## src/rtl/audio_serial_tx.sv

```systemverilog
// audio_serial_tx: stereo serial audio transmitter (LJ / I2S / RJ) with a
// show-ahead frame FIFO, internal BCK/LRCK generation, mute and underrun flag.
module audio_serial_tx #(
    parameter int unsigned DATA_W     = 16,
    parameter int unsigned SLOT_W     = 32,
    parameter int unsigned BCK_DIV    = 4,
    parameter int unsigned FIFO_DEPTH = 8
) (
    input  logic                        clk,
    input  logic                        reset_n,
    input  logic [2*DATA_W-1:0]         wr_data,
    input  logic                        wr_req,
    output logic                        wr_full,
    output logic [$clog2(FIFO_DEPTH):0] level,
    input  logic [1:0]                  fmt,
    input  logic                        mute,
    input  logic                        underrun_clr,
    output logic                        underrun,
    output logic                        bck,
    output logic                        lrck,
    output logic                        sdo
);
    localparam int unsigned AW    = $clog2(FIFO_DEPTH);
    localparam int unsigned LVL_W = AW + 1;
    localparam int unsigned DIV_W = $clog2(BCK_DIV);
    localparam int unsigned BIT_W = $clog2(2 * SLOT_W);
    localparam int unsigned IDX_W = $clog2(DATA_W);

    localparam logic [DIV_W-1:0] DIV_LAST  = DIV_W'(BCK_DIV - 1);
    localparam logic [DIV_W-1:0] DIV_HALF  = DIV_W'(BCK_DIV / 2);
    localparam logic [BIT_W-1:0] BIT_LAST  = BIT_W'(2 * SLOT_W - 1);
    localparam logic [BIT_W-1:0] SW_B      = BIT_W'(SLOT_W);
    localparam logic [BIT_W-1:0] SW_M1_B   = BIT_W'(SLOT_W - 1);
    localparam logic [BIT_W-1:0] DW_B      = BIT_W'(DATA_W);
    localparam logic [BIT_W-1:0] DW_M1_B   = BIT_W'(DATA_W - 1);
    localparam logic [BIT_W-1:0] RJ_START  = BIT_W'(SLOT_W - DATA_W);
    localparam logic [LVL_W-1:0] LVL_FULL  = LVL_W'(FIFO_DEPTH);
    localparam bit               FULL_SLOT = (DATA_W == SLOT_W);
    localparam logic [1:0]       FMT_I2S   = 2'd1;
    localparam logic [1:0]       FMT_RJ    = 2'd2;

    logic [2*DATA_W-1:0] mem [FIFO_DEPTH];
    logic [AW-1:0]       rd_ptr;
    logic [AW-1:0]       wr_ptr;
    logic [DIV_W-1:0]    div_cnt;
    logic [BIT_W-1:0]    bit_cnt;
    logic [DATA_W-1:0]   l_q;
    logic [DATA_W-1:0]   r_q;
    logic [1:0]          fmt_q;

    logic                fall_c;
    logic                load_c;
    logic                empty_c;
    logic                push_c;
    logic                pop_c;
    logic [DIV_W-1:0]    div_nxt_c;
    logic [BIT_W-1:0]    bit_nxt_c;
    logic [LVL_W-1:0]    level_nxt_c;
    logic [2*DATA_W-1:0] head_c;
    logic [DATA_W-1:0]   new_l_c;
    logic [DATA_W-1:0]   new_r_c;
    logic [DATA_W-1:0]   cur_l_c;
    logic [DATA_W-1:0]   cur_r_c;
    logic [DATA_W-1:0]   s_c;
    logic [1:0]          fmt_c;
    logic                right_c;
    logic [BIT_W-1:0]    p_c;
    logic                sdo_nxt_c;
    logic                lrck_nxt_c;

    // Timing strobes, FIFO bookkeeping and the sample feeding the frame load
    always_comb begin
        fall_c      = (div_cnt == DIV_LAST);
        div_nxt_c   = fall_c ? '0 : div_cnt + DIV_W'(1);
        bit_nxt_c   = (bit_cnt == BIT_LAST) ? '0 : bit_cnt + BIT_W'(1);
        load_c      = fall_c && (bit_cnt == BIT_LAST);
        empty_c     = (level == '0);
        push_c      = wr_req && !wr_full;
        pop_c       = load_c && !empty_c;
        level_nxt_c = level + LVL_W'(push_c) - LVL_W'(pop_c);
        head_c      = mem[rd_ptr];
        new_l_c     = (empty_c || mute) ? '0 : head_c[2*DATA_W-1:DATA_W];
        new_r_c     = (empty_c || mute) ? '0 : head_c[DATA_W-1:0];
        cur_l_c     = load_c ? new_l_c : l_q;
        cur_r_c     = load_c ? new_r_c : r_q;
        fmt_c       = load_c ? fmt : fmt_q;
        right_c     = (bit_nxt_c >= SW_B);
        p_c         = right_c ? bit_nxt_c - SW_B : bit_nxt_c;
        s_c         = right_c ? cur_r_c : cur_l_c;
    end

    // Serial bit and word clock for the slot position about to start
    always_comb begin
        sdo_nxt_c  = 1'b0;
        lrck_nxt_c = !right_c;
        case (fmt_c)
            FMT_I2S: begin
                lrck_nxt_c = right_c;
                if (p_c == '0) begin
                    // Only a full-width slot has a trailing LSB spilling into p=0
                    if (FULL_SLOT) sdo_nxt_c = right_c ? cur_l_c[0] : r_q[0];
                end else if (p_c <= DW_B) begin
                    sdo_nxt_c = s_c[IDX_W'(DW_B - p_c)];
                end
            end
            FMT_RJ: begin
                if (p_c >= RJ_START) sdo_nxt_c = s_c[IDX_W'(SW_M1_B - p_c)];
                else                 sdo_nxt_c = s_c[DATA_W-1];
            end
            default: begin
                if (p_c < DW_B) sdo_nxt_c = s_c[IDX_W'(DW_M1_B - p_c)];
            end
        endcase
    end

    // Bit-clock divider and frame engine; serial outputs move only on fall events
    always_ff @(posedge clk or negedge reset_n) begin
        if (!reset_n) begin
            div_cnt <= '0;
            bck     <= 1'b0;
            bit_cnt <= BIT_LAST;
            l_q     <= '0;
            r_q     <= '0;
            fmt_q   <= '0;
            lrck    <= 1'b0;
            sdo     <= 1'b0;
        end else begin
            div_cnt <= div_nxt_c;
            bck     <= (div_nxt_c >= DIV_HALF);
            if (fall_c) begin
                bit_cnt <= bit_nxt_c;
                lrck    <= lrck_nxt_c;
                sdo     <= sdo_nxt_c;
            end
            if (load_c) begin
                l_q   <= new_l_c;
                r_q   <= new_r_c;
                fmt_q <= fmt;
            end
        end
    end

    // FIFO pointers, occupancy, full flag and sticky underrun
    always_ff @(posedge clk or negedge reset_n) begin
        if (!reset_n) begin
            rd_ptr   <= '0;
            wr_ptr   <= '0;
            level    <= '0;
            wr_full  <= 1'b0;
            underrun <= 1'b0;
        end else begin
            if (push_c) wr_ptr <= wr_ptr + AW'(1);
            if (pop_c)  rd_ptr <= rd_ptr + AW'(1);
            level   <= level_nxt_c;
            wr_full <= (level_nxt_c == LVL_FULL);
            if (load_c && empty_c) underrun <= 1'b1;
            else if (underrun_clr) underrun <= 1'b0;
        end
    end

    // Frame storage
    always_ff @(posedge clk) begin
        if (push_c) mem[wr_ptr] <= wr_data;
    end

endmodule

```

## config.mk

```make
export PLATFORM = sky130hd
export DESIGN_NAME = audio_serial_tx
export DESIGN_NICKNAME = d
export VERILOG_FILES = /design/src/rtl/audio_serial_tx.sv
export SDC_FILE = /design/constraint.sdc
export NUM_CORES = 1
export LEC_CHECK = 0
export ABC_AREA = 1
export CAP_MARGIN = 30
export CORE_MARGIN = 3
export CORE_UTILIZATION = 45
export DETAILED_ROUTE_END_ITERATION = 7
export GPL_ROUTABILITY_DRIVEN = 0
export GPL_TIMING_DRIVEN = 0
export PLACE_DENSITY = 0.71
export SLEW_MARGIN = 0
export SYNTH_ARGS = -nofsm -noshare
export SYNTH_HDL_FRONTEND = slang
export SYNTH_SLANG_ARGS = --single-unit
export TNS_END_PERCENT = 1
```

## constraint.sdc

```tcl
create_clock -name clk -period 3.5 [get_ports clk]
set_clock_uncertainty 0.2 [all_clocks]
set_input_delay 0.525 -clock clk [delete_from_list [all_inputs] [get_ports clk]]
set_output_delay 0.525 -clock clk [all_outputs]
set_load 0.01 [all_outputs]
```

Word-level counts from Yosys, hierarchy flattened --
Memory sizes are Yosys's and may differ from the RTL's. Index checks and enable logic that the tools add are counted.
Storage, ports and cells: flip-flop bits (word level) 57, bits in writable memories 256, input bits 39, output and inout port bits 9, logic and storage cells 73, memories 1
Memory list:
- mem | depth 8, width 32, rd ports 1, clocked after memory_dff 0, write ports 1, RTL line 42 | logic [2*DATA_W-1:0] mem [FIFO_DEPTH];
Operators by class: $add $sub $neg 10, $lt $le $gt $ge 8, equal/unequal tests 5, mux-type cells 25, reductions and logical operators 11
Operator list (number):
- $mux W16 | 5
- $lt A4 B5 Y1 const B | 3
- $bmux W1 S4 | 3
- $mux W1 | 12
- $mux W6 | 2
- $sub A4 B4 Y4 const A | 2
- $add A3 B1 Y3 const B | 2
- $add A6 B1 Y6 const B | 1
- $eq A6 B6 Y1 const B | 1
- $ge A6 B5 Y1 const B | 1
- $ge A6 B6 Y1 const B | 1
- $le A6 B5 Y1 const B | 1
- $logic_not A6 Y1 | 1
- $lt A6 B5 Y1 const B | 1
- $sub A6 B6 Y6 const B | 1
- $add A4 B1 Y4 | 1
- $eq A2 B2 Y1 const B | 2
- $eq A4 B4 Y1 const B | 1
- $logic_and A1 B1 Y1 | 4
- $logic_not A4 Y1 | 1
- $mux W2 | 2
- $sub A1 B4 Y4 const A | 1
- $sub A4 B1 Y4 | 1
- $logic_not A1 Y1 | 3
- 6 further kinds | 6

Depth between registers and ports, before layout --
Gate-level depths: netlist of run 1.
depth after elaboration 10, depth in mapped cells 21, depth with buffers taken out 19

Worst setup path after synthesis of run 1 --
Ideal clock, no wire load.
kind reg2reg, from register bit_cnt[0], to register wr_full, library setup time 101 ps, arrival 2860 ps, data required time 3199 ps, slack 339 ps, stages on the path, launching flop included 15, path buffers 2, clock period less this slack 3161 ps, path through dfstp_2 > ha_1 > nand2_4 > inv_4 > nand4_4 > buf_4 > buf_2 > a21oi_1 > ha_1 > inv_1 > ha_1 > inv_1 > fa_1 > inv_1 > nor4_1
Between the ends: word-level cells in the longest chain between the ends 5
Ends and longest elaborated chain:
- from (decl) | RTL line 46 | logic [BIT_W-1:0] bit_cnt;
- from (signal assigned) | RTL line 131 | bit_cnt <= bit_nxt_c;
- $eq A6 B6 Y1 | RTL line 76 | load_c = fall_c && (bit_cnt == BIT_LAST);
- $logic_and A1 B1 Y1 | RTL line 76
- $logic_and A1 B1 Y1 | RTL line 79 | pop_c = load_c && !empty_c;
- named net pop_c | RTL line 55 | logic pop_c;
- $sub A4 B1 Y4 | RTL line 80 | level_nxt_c = level + LVL_W'(push_c) - LVL_W'(pop_c);
- named net level_nxt_c[1] | RTL line 58 | logic [LVL_W-1:0] level_nxt_c;
- $eq A4 B4 Y1 | RTL line 155 | wr_full <= (level_nxt_c == LVL_FULL);
- to (signal assigned) | RTL line 155
- to (decl) | RTL line 13 | output logic wr_full,
The timed path passes the listed nets, and every way through them passes these cells. A chain may end at the register's enable or synchronous reset.

Final worst setup path of run 1 --
Ends and elaborated chain as after synthesis.

==> impl_metrics.py, run 1 <==
metrics = {
    "clock_tree": {
        "cts_tree": "yes",
        "numCtsBuffers": 35,
        "cts_root_buf": "clkbuf_16",
        "clkLatencyLatePin_ns": 0.52,
        "cts_max_level": 2,
        "cts.clk_slew.worst_paths_ns": 0.06,
        "cts_buffer_depth": 3,
        "cts_sinks": 312,
    },
    "sta": {
        "fmax_mhz": 309,
        "slew_violations": 0,
        "finalSetupViolCount": 0,
        "maxSlewHeadroom": 0.475,
        "timing_hold_violations_final": 0,
        "fin_crit_ns": 3.23,
        "rsz0062_at_grt": "no",
        "worst_slack_ns": 0.266,
        "fin_crit_sh": 0.924,
        "tightest_slew_ns": 0.788,
    },
    "grt": {
        "first_global_vias": 9263,
        "track_usage": 0.213,
        "grt_max_degree": 33,
        "grt-ovfl-total": 0,
        "antenna_found_initial": 0,
        "grt_pass1_wl_mm": 51.3,
    },
    "drt": {
        "drt_pre_antenna_iters": 7,
        "wl_per_cell_um": 18.7,
        "drt_iter0_drc": 1086,
        "detail-route-antenna-nets": 0,
        "viasPerCell": 5.34,
        "vias": 9416,
        "drcViolationCount": 0,
        "routed_wl_mm": 33.0,
    },
    "critical_path": {
        "critPathMaxStageDelay_ns": 0.60,
        "r2r_start": "bit_cnt[0]",
        "crit_cells": 14,
        "worstSetupPathType": "reg -> reg",
        "critical_path.startpoint": "bit_cnt[0]",
        "arrival_ns": 3.45,
        "worstPathRequired_ns": 3.71,
        "reg2reg_depth": 14,
        "critPathLaunchType": "flop",
        "timing.critical_path.fanout_max": 10,
        "cp-end-kind": "flop",
        "cp_num_buf_inv": 6,
        "critical-path-top-delay-family": "adder cells",
        "slowest_stage": "dfstp_2",
        "cp_cell_sequence": "ha_1 > nand2_4 > inv_4 > nand4_4 > buf_4 > buf_2 > a21oi_4 > ha_1 > inv_1 > ha_1 > inv_1 > fa_1 > inv_1 > nor4_2",
    },
    "power": {
        "max-vdd-ir-drop_mv": 0.514,
        "power_density_nw_per_um2": 582,
        "power.leakage_nw": 6.21,
    },
    "yosys": {
        "synth_common_cells": "478 x nand2_1, 256 x edfxtp_1, 209 x nand3_1",
        "synth-seq-area-share": 0.684,
        "yosysMostFrequentCell": "nand2_1",
        "yosysWarningCount": 0,
        "ys_top_cells_by_area": "edfxtp_1 58%, nand2_1 13%, dfrtp_1 9.4%, nand3_1 7.9%, inv_1 2.1%",
        "synth_top_area_frac": 0.578,
        "ys_types": 36,
        "synth_nets": 1310,
        "ys.flop_type": "edfxtp_1",
        "synth-edff-count": 256,
        "syn_inst": 1259,
        "ys_ff_latch": 312,
        "postSynthAreaPerCell_um2": 10.6,
        "synth_area_um2": 13300,
        "synth_top_cell_by_area": "edfxtp_1",
        "postSynth.asyncResetShare": 0.179,
    },
    "floorplanning": {
        "dieWidth_um": 178,
        "design.die.area_um2": 31700,
        "fp-row-count": 62,
        "io_pins": 48,
        "fp.dieH_um": 178,
        "initial_core_util": 0.460,
        "fp.coreArea_um2": 28900,
    },
    "run_status": {
        "outcome": "completed",
    },
    "place": {
        "dp_worst_setup_slack_ns": -0.208,
        "placed_area_um2": 14500,
        "dp_hpwl_mm": 21.2,
        "place_inst": 1699,
        "port_buffers": 47,
    },
    "worst_hold_path": {
        "min_from": "div_cnt[0]",
        "whs_path_depth": 1,
        "worstHoldPathType": "reg -> reg",
    },
    "final_layout": {
        "nNetsFinal": 1405,
        "stdcell_area_um2": 15600,
        "fin_cells": 1763,
        "num-fill-cells": 2457,
        "area_delta_synth_final_pct": 17.5,
        "drive_gt1_frac": 0.107,
        "diodes": 0,
    },
    "job": {
        "timing.max_cap.violations": 0,
    },
}
cell families (layout without fill, tap and decap cells):
| family | Yosys count | count (layout) | synth area share |
|---|---|---|---|
| compound gates | 41 | 41 | 0.0161 |
| fa+ha+maj | 12 | 12 | 0.0119 |
| flops | 312 | 312 | 0.684 |
| xor+xnor | 6 | 6 | 0.00395 |
| simple gates | 748 | 748 | 0.237 |
| buf+inv | 140 | 260 | 0.0475 |
routing by layer:
layer | vias up | global-route usage | part of all wire
met4 | 0 | 0.0730 | 0.032
met1 | 4537 | 0.299 | 0.41
li1 | 4423 | - | -
met5 | - | 0 | 0
met2 | 381 | 0.342 | 0.47
met3 | 75 | 0.0293 | 0.080
worst register-to-register path, stage by stage, from the launching register on:
cell     delay (ns)
dfstp_2        0.60
ha_1           0.23
nand2_4        0.08
inv_4          0.09
nand4_4        0.10
buf_4          0.19
buf_2          0.21
a21oi_4        0.16
ha_1           0.25
inv_1          0.05
ha_1           0.15
inv_1          0.05
fa_1           0.47
inv_1          0.06
nor4_2         0.27
layout make-up:
class / count / area, µm² / area share
repair buffers: 58 / 671 / 0.0429
well taps: 384 / 480 / 0.0307
clock buffers: 43 / 926 / 0.0592
clock inverters: 19 / 173 / 0.0110
inverters: 78 / 295 / 0.0189
multi-input cells: 807 / 3650 / 0.234
flip-flops and latches: 312 / 9100 / 0.582
plain buffers: 62 / 337 / 0.0215
path summary, 6_finish.rpt:
check	endpoint	slack, ns
max reg2reg	wr_full	0.27
min reg2reg	div_cnt[0]	0.23
min	div_cnt[0]	0.23
max in group asynchronous	bit_cnt[0]	2.10
min in group asynchronous	underrun	0.35
max	wr_full	0.27
power by group:
group          switching (W)  internal, W
registers           0.000107      0.00447
clock network        0.00145      0.00205
logic               0.000684     0.000335
flip-flops by register name, summed over array words and instances (netlist names), 2 cells and up:
signal	count
bit_cnt	6
level	4
wr_ptr	3
l_q	16
fmt_q	2
r_q	16
mem	256
rd_ptr	3
cell usage in the layout, fill, tap and decap left out, drive strengths merged:
cell / n
edfxtp: 256
nor2: 46
clkinv: 11
dlygate4sd3: 1
o22ai: 1
bufinv: 2
xor2: 5
nor4: 1
a21oi: 11
dfstp: 6
nand4: 6
or2: 3
a31oi: 1
ha: 11
fa: 1
dfrtp: 50
nand3b: 1
clkdlybuf4s50: 46
nand2: 480
xnor2: 1
clkbuf: 50
inv: 81
o21ai: 27
a21boi: 1
buf: 66
clkinvlp: 3
nand3: 209
nor3: 2
what timing repair did:
action | in CTS | in global routing
endpoints found under the setup margin | 1 | 1
buffers inserted | 0 | 1
hold buffers | 1 | 0
gates resized for setup | 1 | 2
pin swaps | 0 | 0
hold endpoints to repair | 21 | 0
stage by stage:
step                 util  hold WS [ns]  power (W)  setup TNS [ns]
floorplan               -        0.0294    0.00513               0
global placement    0.493         0.214    0.00550         -404.41
detailed placement  0.501         0.223    0.00564          -0.208
CTS                 0.539         0.231    0.00913               0
global route        0.540         0.239    0.00945               0
finish              0.540         0.232    0.00910               0
Power figures use the tool's default switching activity.
==> run 2: changes to the inputs <==
--- a/config.mk
+++ b/config.mk
@@ -6,7 +6,6 @@
 export NUM_CORES = 1
 export LEC_CHECK = 0
 export ABC_AREA = 1
-export CAP_MARGIN = 30
 export CORE_MARGIN = 3
 export CORE_UTILIZATION = 45
 export DETAILED_ROUTE_END_ITERATION = 7
==> run 2 against run 1 <==
Critical path depth unchanged; register-to-register slack is essentially flat; hold slack lost 0.0023 ns; clock power hardly changed; maximum frequency down 0.34%; critical path type unchanged; largest cell class unchanged; largest power group unchanged.
==> impl_metrics.py, run 2 (synthesis results as in run 1) <==
metrics = {
    "final_layout": {
        "diodes": 0,
        "area_delta_synth_final_pct": 17.4,
        "top_regs": "mem x256, l_q x16, r_q x16",
        "regMostFlops": "mem",
        "final_cell_mix": "478 x nand2_1, 256 x edfxtp_1, 209 x nand3_1, 73 x inv_1, 50 x dfrtp_1",
        "drive_gt1_frac": 0.106,
        "final_common_cell": "nand2_1",
        "nNetsFinal": 1404,
        "largest_reg_flops": 256,
        "stdcell_area_um2": 15600,
        "num-fill-cells": 2462,
        "fin_cells": 1762,
    },
    "critical_path": {
        "timing.critical_path.fanout_max": 10,
        "critPathMaxStageDelay_ns": 0.60,
        "cp_cell_sequence": "ha_1 > nand2_4 > inv_4 > nand4_4 > buf_4 > buf_2 > a21oi_4 > ha_1 > inv_1 > ha_1 > inv_1 > fa_1 > inv_1 > nor4_2",
        "arrival_ns": 3.47,
        "cp-end-kind": "flop",
        "worstSetupPathType": "reg -> reg",
        "worstPathRequired_ns": 3.72,
        "critical-path-top-delay-family": "adder cells",
        "critPathLaunchType": "flop",
        "slowest_stage": "dfstp_2",
        "cp_num_buf_inv": 6,
    },
    "drt": {
        "wl_per_cell_um": 19.0,
        "detail-route-antenna-nets": 0,
        "drcViolationCount": 0,
        "viasPerCell": 5.39,
        "drt_pre_antenna_iters": 6,
        "routed_wl_mm": 33.5,
        "drt_iter0_drc": 1068,
        "vias": 9492,
    },
    "clock_tree": {
        "cts_root_buf": "clkbuf_16",
        "cts_tree": "yes",
        "cts_buffer_depth": 3,
        "cts_max_level": 2,
        "cts.clk_slew.worst_paths_ns": 0.06,
        "clkLatencyLatePin_ns": 0.54,
        "cts_sinks": 312,
        "numCtsBuffers": 34,
    },
    "grt": {
        "grt_pass1_wl_mm": 51.7,
        "grt-ovfl-total": 0,
        "busiest_layer": "met2",
        "met3_usage": 0.0409,
        "grt_util_met1": 0.290,
        "grtUsageMet2": 0.354,
        "antenna_found_initial": 0,
        "track_usage": 0.215,
        "first_global_vias": 9330,
        "grt_max_degree": 33,
    },
    "place": {
        "dp_hpwl_mm": 21.2,
        "place_inst": 1699,
        "placed_area_um2": 14500,
        "port_buffers": 47,
    },
    "floorplanning": {
        "fp-row-count": 62,
        "io_pins": 48,
        "dieWidth_um": 178,
        "fp.coreArea_um2": 28900,
        "design.die.area_um2": 31700,
        "fp.dieH_um": 178,
        "initial_core_util": 0.460,
    },
    "sta": {
        "tightest_slew_ns": 0.814,
        "maxSlewHeadroom": 0.457,
        "rsz0062_at_grt": "no",
        "timing_hold_violations_final": 0,
        "fin_crit_ns": 3.25,
        "fmax_mhz": 308,
        "tns_ns": 0,
        "slew_violations": 0,
        "finalSetupViolCount": 0,
        "fin_crit_sh": 0.927,
    },
    "power": {
        "power.switching_w": 0.00228,
        "internal-power_w": 0.00682,
        "seq_power_share": 0.503,
        "clockPowerShare": 0.385,
        "power_density_nw_per_um2": 583,
        "power.leakage_nw": 6.20,
        "max-vdd-ir-drop_mv": 0.385,
        "swShare": 0.251,
        "pwr-share-comb": 0.112,
    },
    "worst_hold_path": {
        "worstHoldPathType": "reg -> reg",
    },
    "job": {
        "timing.max_cap.violations": 0,
    },
    "run_status": {
        "outcome": "completed",
    },
}
run 2: cell types whose count changed in the layout (fill, tap and decap cells not counted):
cell,change
clkbuf_1,-2
clkbuf_8,-1
clkinv_1,+2
inv_8,-1
clkinvlp_4,-1
clkinv_2,+1
clkinv_4,+1
run 2: layout make-up:
class / count / area (µm²) / area share
flip-flops and latches: 312 / 9100 / 0.583
clock buffers: 40 / 905 / 0.0579
clock inverters: 21 / 175 / 0.0112
well taps: 384 / 480 / 0.0308
multi-input cells: 807 / 3650 / 0.234
plain buffers: 62 / 337 / 0.0216
inverters: 78 / 295 / 0.0189
repair buffers: 58 / 671 / 0.0430
run 2: worst register-to-register path, delay by kind of cell (launching register included):
family	cells	cell delay, ns
and+or+nand+nor	3	0.45
DFF	1	0.60
buffers and inverters	6	0.66
AOI/OAI and AO/OA	1	0.16
adders and majority gates	4	1.09
run 2: stage by stage:
stage	power [W]	hold WS, ns	util	setup slack, ns
global route	0.00941	0.239	0.540	0.0337
finish	0.00910	0.230	0.540	0.254
global placement	0.00550	0.214	0.493	-1.77
detailed placement	0.00564	0.223	0.501	-0.212
floorplan	0.00513	0.0294	-	0.339
CTS	0.00910	0.231	0.539	0.0125
run 2: what timing repair did:
item / 4_1_cts / 5_1_grt
resized for setup: 1 / 2
hold buffers: 1 / 0
hold endpoints to repair: 21 / 0
setup endpoints to repair: 1 / 1
setup buffers: 0 / 1
run 2: routing by layer:
layer	up-vias	routed length [µm]
met4	0	1070
met1	4531	13600
met2	455	15900
met5	-	0
met3	92	3020
li1	4414	-
run 2: final timing paths:
check,start,to,slack [ns],depth (start not counted)
worst min-delay path,div_cnt[0],div_cnt[0],0.23,1
worst max-delay path,bit_cnt[0],wr_full,0.25,14
max in group asynchronous,reset_n,bit_cnt[0],2.11,3
min in group asynchronous,reset_n,lrck,0.34,2
worst max register to register,bit_cnt[0],wr_full,0.25,14
worst min register to register,div_cnt[0],div_cnt[0],0.23,1
run 2: power groups by stage:
stage	clock network, W	logic [W]	registers [W]
3_3_place_gp	0	0.000826	0.00468
4_1_cts	0.00352	0.00100	0.00458
5_1_grt	0.00369	0.00112	0.00461
2_1_floorplan	0	0.000472	0.00466
6_report	0.00350	0.00102	0.00458
3_5_place_dp	0	0.000992	0.00465
